`config.mk`:
```
export PLATFORM = sky130hd
export DESIGN_NAME = cbus_arbiter_flat
export DESIGN_NICKNAME = d
export VERILOG_FILES = /design/src/rtl/cbus_arbiter_if.sv /design/src/rtl/cbus_arbiter.sv /design/src/flat_wrapper.sv
export SDC_FILE = /design/constraint.sdc
export NUM_CORES = 1
export LEC_CHECK = 0
export CAP_MARGIN = 20
export CORE_AREA = 2 2 258 260
export CTS_CLUSTER_SIZE = 12
export DETAILED_ROUTE_END_ITERATION = 7
export DIE_AREA = 0 0 260 262
export HOLD_SLACK_MARGIN = 0.03
export SYNTH_ARGS = -nofsm -noshare
export SYNTH_HDL_FRONTEND = slang
export SYNTH_SLANG_ARGS = --single-unit
```
`constraint.sdc`:
```
create_clock -name clk -period 2.02 [get_ports clk]
set_input_delay 0.202 -clock clk [delete_from_list [all_inputs] [get_ports clk]]
set_output_delay 0.202 -clock clk [all_outputs]
set_load 0.02 [all_outputs]
```
`src/rtl/cbus_arbiter_if.sv`:
```
// cbus arbiter bus bundle: per-requester request/response arrays, the shared
// downstream request/response pair, and the ownership status outputs.
// Modport slave is the arbiter's view; modport master is the surrounding
// environment's view (cache masters plus the downstream bridge).
interface cbus_arbiter_if #(
    parameter int unsigned NUM_INPUTS = 2
);
    // 151-bit request beat: valid, is_write, size, addr, strobe, data, len, burst
    typedef struct packed {
        logic        valid;
        logic        is_write;
        logic [2:0]  size;
        logic [63:0] addr;
        logic [7:0]  strobe;
        logic [63:0] data;
        logic [7:0]  len;
        logic [1:0]  burst;
    } cbus_req_t;

    // 66-bit response beat
    typedef struct packed {
        logic        ready;
        logic        last;
        logic [63:0] data;
    } cbus_resp_t;

    cbus_req_t  ireqs  [NUM_INPUTS];
    cbus_resp_t iresps [NUM_INPUTS];
    cbus_req_t  oreq;
    cbus_resp_t oresp;
    logic [2:0] grant;
    logic       busy;

    modport slave (
        input  ireqs,
        input  oresp,
        output iresps,
        output oreq,
        output grant,
        output busy
    );

    modport master (
        output ireqs,
        output oresp,
        input  iresps,
        input  oreq,
        input  grant,
        input  busy
    );
endinterface

```
`src/rtl/cbus_arbiter.sv`:
```
// cbus arbiter: N cache masters share one cbus. Two-state FSM (idle/busy);
// the owner keeps the bus until a response beat with ready=1 and last=1.
// Optional feature macro: CBUS_ARBITER_ROUND_ROBIN_EN selects round-robin
// arbitration with a 3-bit priority pointer; when undefined the lowest valid
// index wins (fixed priority). NUM_INPUTS must lie in 2..8.
module cbus_arbiter #(
    parameter int unsigned NUM_INPUTS = 2
) (
    input  logic          clk,
    input  logic          reset,
    cbus_arbiter_if.slave bus
);
    localparam int NIn = int'(NUM_INPUTS);

    typedef enum logic [0:0] {
        StIdle,
        StBusy
    } state_e;

    state_e                r_state;
    state_e                w_state_d;
    logic [2:0]            r_grant;
    logic [2:0]            w_grant_d;
    logic [NUM_INPUTS-1:0] w_valid;
    logic                  w_any_valid;
    logic [2:0]            w_winner;
    logic                  w_release;
    logic [2:0]            w_grant_inc;

`ifdef CBUS_ARBITER_ROUND_ROBIN_EN
    logic [2:0]            r_ptr;
    logic [2:0]            w_ptr_d;
`endif

    // Gather request valids into a vector
    always_comb begin
        w_valid = '0;
        for (int i = 0; i < NIn; i++) begin
            w_valid[i] = bus.ireqs[i].valid;
        end
    end

    // Pick the winner among valid requesters
    always_comb begin
        w_any_valid = 1'b0;
        w_winner    = 3'd0;
`ifdef CBUS_ARBITER_ROUND_ROBIN_EN
        // Scan ptr, ptr+1, ... modulo NIn; first valid index wins
        for (int k = 0; k < NIn; k++) begin
            for (int i = 0; i < NIn; i++) begin
                if (!w_any_valid && w_valid[i] && (((int'(r_ptr) + k) % NIn) == i)) begin
                    w_any_valid = 1'b1;
                    w_winner    = 3'(i);
                end
            end
        end
`else
        // Descending scan so the lowest valid index is written last
        for (int i = NIn - 1; i >= 0; i--) begin
            if (w_valid[i]) begin
                w_any_valid = 1'b1;
                w_winner    = 3'(i);
            end
        end
`endif
    end

    assign w_release   = (r_state == StBusy) && bus.oresp.ready && bus.oresp.last;
    assign w_grant_inc = (r_grant == 3'(NUM_INPUTS - 1)) ? 3'd0 : r_grant + 3'd1;

    // Next-state logic: grant on any valid in idle, release only on ready & last
    always_comb begin
        w_state_d = r_state;
        w_grant_d = r_grant;
`ifdef CBUS_ARBITER_ROUND_ROBIN_EN
        w_ptr_d   = r_ptr;
`endif
        case (r_state)
            StIdle: begin
                if (w_any_valid) begin
                    w_state_d = StBusy;
                    w_grant_d = w_winner;
                end
            end
            StBusy: begin
                // Owner's valid is ignored here: the bus is held until the last beat
                if (w_release) begin
                    w_state_d = StIdle;
`ifdef CBUS_ARBITER_ROUND_ROBIN_EN
                    w_ptr_d   = w_grant_inc;
`endif
                end
            end
            default: w_state_d = StIdle;
        endcase
    end

    // State, grant and pointer registers with synchronous reset
    always_ff @(posedge clk) begin
        if (reset) begin
            r_state <= StIdle;
            r_grant <= 3'd0;
`ifdef CBUS_ARBITER_ROUND_ROBIN_EN
            r_ptr   <= 3'd0;
`endif
        end else begin
            r_state <= w_state_d;
            r_grant <= w_grant_d;
`ifdef CBUS_ARBITER_ROUND_ROBIN_EN
            r_ptr   <= w_ptr_d;
`endif
        end
    end

    // Combinational routing: owner <-> shared bus while busy, all-zero otherwise
    always_comb begin
        bus.oreq = '0;
        for (int i = 0; i < NIn; i++) begin
            bus.iresps[i] = '0;
        end
        if (r_state == StBusy) begin
            for (int i = 0; i < NIn; i++) begin
                if (r_grant == 3'(i)) begin
                    bus.oreq      = bus.ireqs[i];
                    bus.iresps[i] = bus.oresp;
                end
            end
        end
    end

    assign bus.grant = r_grant;
    assign bus.busy  = (r_state == StBusy);

`ifndef CBUS_ARBITER_ROUND_ROBIN_EN
    // Only the wrap value feeds the pointer; keep it referenced in fixed mode
    logic w_unused_inc;
    assign w_unused_inc = ^w_grant_inc;
`endif
endmodule

```
`src/flat_wrapper.sv`:
```
// flat-port wrapper written by rule: the top's interface ports become plain ports
module cbus_arbiter_flat 
#(
    parameter int unsigned NUM_INPUTS = 2
)
  (clk, reset, bus_ireqs, bus_oresp, bus_iresps, bus_oreq, bus_grant, bus_busy);
  cbus_arbiter_if #(.NUM_INPUTS(NUM_INPUTS)) bus_i ();
  input  logic clk;
  input  logic reset;
  input wire logic [$bits(bus_i.ireqs)-1:0] bus_ireqs;
  input wire logic [$bits(bus_i.oresp)-1:0] bus_oresp;
  output wire logic [$bits(bus_i.iresps)-1:0] bus_iresps;
  output wire logic [$bits(bus_i.oreq)-1:0] bus_oreq;
  output wire logic [$bits(bus_i.grant)-1:0] bus_grant;
  output wire logic [$bits(bus_i.busy)-1:0] bus_busy;
  assign bus_i.ireqs = {>>{bus_ireqs}};
  assign bus_i.oresp = bus_oresp;
  assign bus_iresps = {>>{bus_i.iresps}};
  assign bus_oreq = bus_i.oreq;
  assign bus_grant = bus_i.grant;
  assign bus_busy = bus_i.busy;
  cbus_arbiter #(.NUM_INPUTS(NUM_INPUTS)) u_core (.clk(clk), .reset(reset), .bus(bus_i));
endmodule
```
==> reports/qor.txt <==
Share of final-layout standard cells stronger than drive strength 1 = 0.0999
Flop pwr share = 0.015
Pin count of the biggest net entering global routing = 72
Vias per cell = 3.13
Area of the die = 68100 um2
Standby leakage power = 0.00554 uW
Path type of the worst min-delay path = in -> reg
Synth Register Bits = 2
Top achievable clock speed = 0.506 GHz
Area added between synthesis and finish = 252%
Crit path capture = bus_oreq[109]
Number of filler cells placed in the layout = 7278
Area occupied by registers = 45.0 um2
Crit path arrival time = 1770 ps
Final number of hold-violating endpoints = 0
Max Clock Skew = 3.29 ps
Setup violations, final = 0
Final cell area excluding filler cells = 11600 um2
Clock latency at the later pin of the worst-skew pair = 230 ps
First drt pass iteration count = 6
Worst-case clock buffer depth = 2
Unrepaired setup endpoints after global routing = yes
EDFF count, synth = 0
Worst EP required = 1820 ps
Max cap viols = 0
Hold buffer count at CTS = 0
Result of the run = complete, no violations
Crit Path Max Fanout = 12
Num rows = 94
Root cell of the clock tree = sky130_fd_sc_hd__clkbuf_16
Initial core utilization = 0.0505
Height of the die = 262 um
Post-place setup slack = 121 ps
Clock net sink count = 2
Mapped Cells = 502
Register clock-pin slew on the reported worst setup and hold paths = 30 ps
Worst Setup Slack, final = 45.5 ps
Critical path depth in cells = 5
Ys flop type = sky130_fd_sc_hd__dfxtp_1
Comb power frac = 0.888
Fin Setup TNS = 0 ps
Switching fraction of total power = 0.427
Width of the die = 260 um
Startpoint types = flip-flop
R2r startpoint = u_core.bus.busy
Post-route core utilization = 0.178
Port Buf Inserts = 654
Warnings, synthesis = 0
Number of clock buffers inserted by TritonCTS = 3
Initial DRC count = 213
TritonCTS clock tree = yes
Cells traversed along the worst timing path = buf_12 > buf_12 > mux2i_1 > nor2_1 > clkdlybuf4s50_1
Number of slew-limit violations in the final report = 0
Via count of the first global-routing pass = 6214
Final Instance Count excl. Fillers = 2008
Syn Area/Cell = 6.57 um2
Type of destination of the critical path = primary output
Aggregate global routing overflow = 0
Global-route wire length before repair = 50.3 mm
Layout Nets = 1512
Power spent charging and discharging nets = 1390 uW
Detailed placement HPWL = 37.8 mm
Power Density = 280 nW/um2
Async set-or-reset flop fraction in the synthesized netlist = 0
RD Place Congestion = 0.845
Final critical delay including setup and external delays = 1970 ps
Critical path startpoint = u_core.bus.grant[0]
Number of DRC violations after detailed routing = 0
Reg-to-reg critical path endpoint = u_core.bus.grant[0]
Core Area = 65300 um2
Multi-input gate area in the final layout = 2960 um2
Initial antenna violation count = 26
Cell class contributing the biggest share of worst-path delay = buffers and inverters
Placed cells = 1994
Startpoint-to-endpoint class of the critical path = reg -> out
Maximum resistive drop on vdd = 111 uV
H-tree depth reported by CTS = 1
Wire per inst = 20.4 um
Via count = 6293
Internal = 1860 uW
Period Utilization, post-route = 0.977
Synthesized cell area = 3300 um2
Number of buffer and inverter instances along the worst setup path = 3
Most prevalent standard cell on the critical path = sky130_fd_sc_hd__buf_12
Relative contribution of the clock network to total power = 0.096
Count of cells along the worst register-to-register path = 3
Total Routed Length = 41.0 mm
Biggest cell delay along the critical path = 550 ps
Number of nets with antenna violations after detailed routing = 0
Area after detailed placement = 11500 um2
Setup slack of the worst register-to-register path = 900 ps
Part of the Yosys area used for sequential elements = 0.0121
GR Util All Layers = 0.108
Cell with the largest stage delay on the worst path = sky130_fd_sc_hd__clkdlybuf4s50_1
Top-Level Pins = 657
Synth cell types = 18
-- through the flow --
stage,hold WS [ps],power (uW)
final,653,3250
after floorplan,280,1120
after global placement,617,3050
after detailed placement,619,3070
after CTS,615,3290
after global routing,653,3450
-- logic make-up (layout without fill, tap and decap cells) --
kind of cell | count (synthesis) | in the layout | synth area share
compound gates | 2 | 2 | 0.00531
flops | 2 | 2 | 0.0121
buf+inv | 59 | 697 | 0.0956
mux | 151 | 151 | 0.458
other cells | 1 | 5 | 0.00114
simple gates | 287 | 287 | 0.427
-- sequential cells by signal, summed over array words and instances (netlist names) --
register and count:
u_core.bus.grant 1, u_core.bus.busy 1
-- cells in the mapped netlist (all sizes together), types with 2 or more instances --
cell type / n / area share
and2: 65 / 0.12
and3: 65 / 0.12
buf: 32 / 0.062
clkbuf: 25 / 0.031
dfxtp: 2 / 0.012
inv: 2 / 0.0023
mux2i: 151 / 0.46
nor2: 153 / 0.17
-- worst reg2reg max path, delay by kind of cell (launching register included) --
family / cells / cell delay, ps
buf+inv: 1 / 230
simple gates: 1 / 180
compound gates: 1 / 260
flops: 1 / 360
-- power groups by stage --
stage / sequential (uW) / combinational [uW] / clock, uW
finish: 50.4 / 2890 / 312
global route: 51.1 / 3080 / 322
CTS: 51.4 / 2920 / 314
detailed placement: 51.9 / 3020 / 0
global placement: 51.6 / 3000 / 0
floorplan: 48.8 / 1080 / 0
-- how the worst min path moves through the flow --
stage | slack (ps) | end | cells after the start | startpoint
5_1_grt | 650 | u_core.bus.busy | 2 | reset
6_report | 650 | u_core.bus.busy | 2 | reset
3_5_place_dp | 620 | u_core.bus.grant[0] | 2 | u_core.bus.grant[0]
3_3_place_gp | 620 | u_core.bus.grant[0] | 2 | u_core.bus.grant[0]
4_1_cts | 610 | u_core.bus.grant[0] | 2 | u_core.bus.grant[0]
2_1_floorplan | 280 | u_core.bus.busy | 1 | reset
-- cell usage in the layout (no fill, tap or decap), types with 2 or more instances in the layout --
cell type,Yosys,routed
sky130_fd_sc_hd__nor2_1,153,152
sky130_fd_sc_hd__and3_1,65,65
sky130_fd_sc_hd__mux2i_1,151,150
sky130_fd_sc_hd__buf_12,0,60
sky130_fd_sc_hd__buf_4,18,41
sky130_fd_sc_hd__conb_1,1,2
sky130_fd_sc_hd__and2_1,65,65
sky130_fd_sc_hd__clkdlybuf4s50_1,0,427
sky130_fd_sc_hd__diode_2,0,3
sky130_fd_sc_hd__dlymetal6s2s_1,0,47
sky130_fd_sc_hd__clkbuf_16,0,4
sky130_fd_sc_hd__dlygate4sd2_1,0,111
-- area by class of cell --
type                       instances  area share
sequential                         2     0.00388
tap                              864      0.0931
clock buffer                       4     0.00679
timing repair buffer             691       0.640
multi-input combinational        442       0.255
inverter                           2     0.00108
antenna                            3    0.000646
-- per-layer routing --
| layer | vias to the layer above | wire, um | global-route usage |
|---|---|---|---|
| met5 | - | 0 | 0 |
| met4 | 0 | 703 | 0.0144 |
| met3 | 67 | 4460 | 0.0370 |
| met2 | 490 | 20900 | 0.207 |
| met1 | 2775 | 15000 | 0.116 |
| li1 | 2961 | - | - |
-- repair_timing --
action / CTS / global route
pin swaps: 0 / 0
endpoints found under the setup margin: 140 / 81
buffers inserted: 1 / 5
gates resized for setup: 114 / 51
gates cloned: 0 / 1
Note: power is estimated with default switching activity, not from simulation.
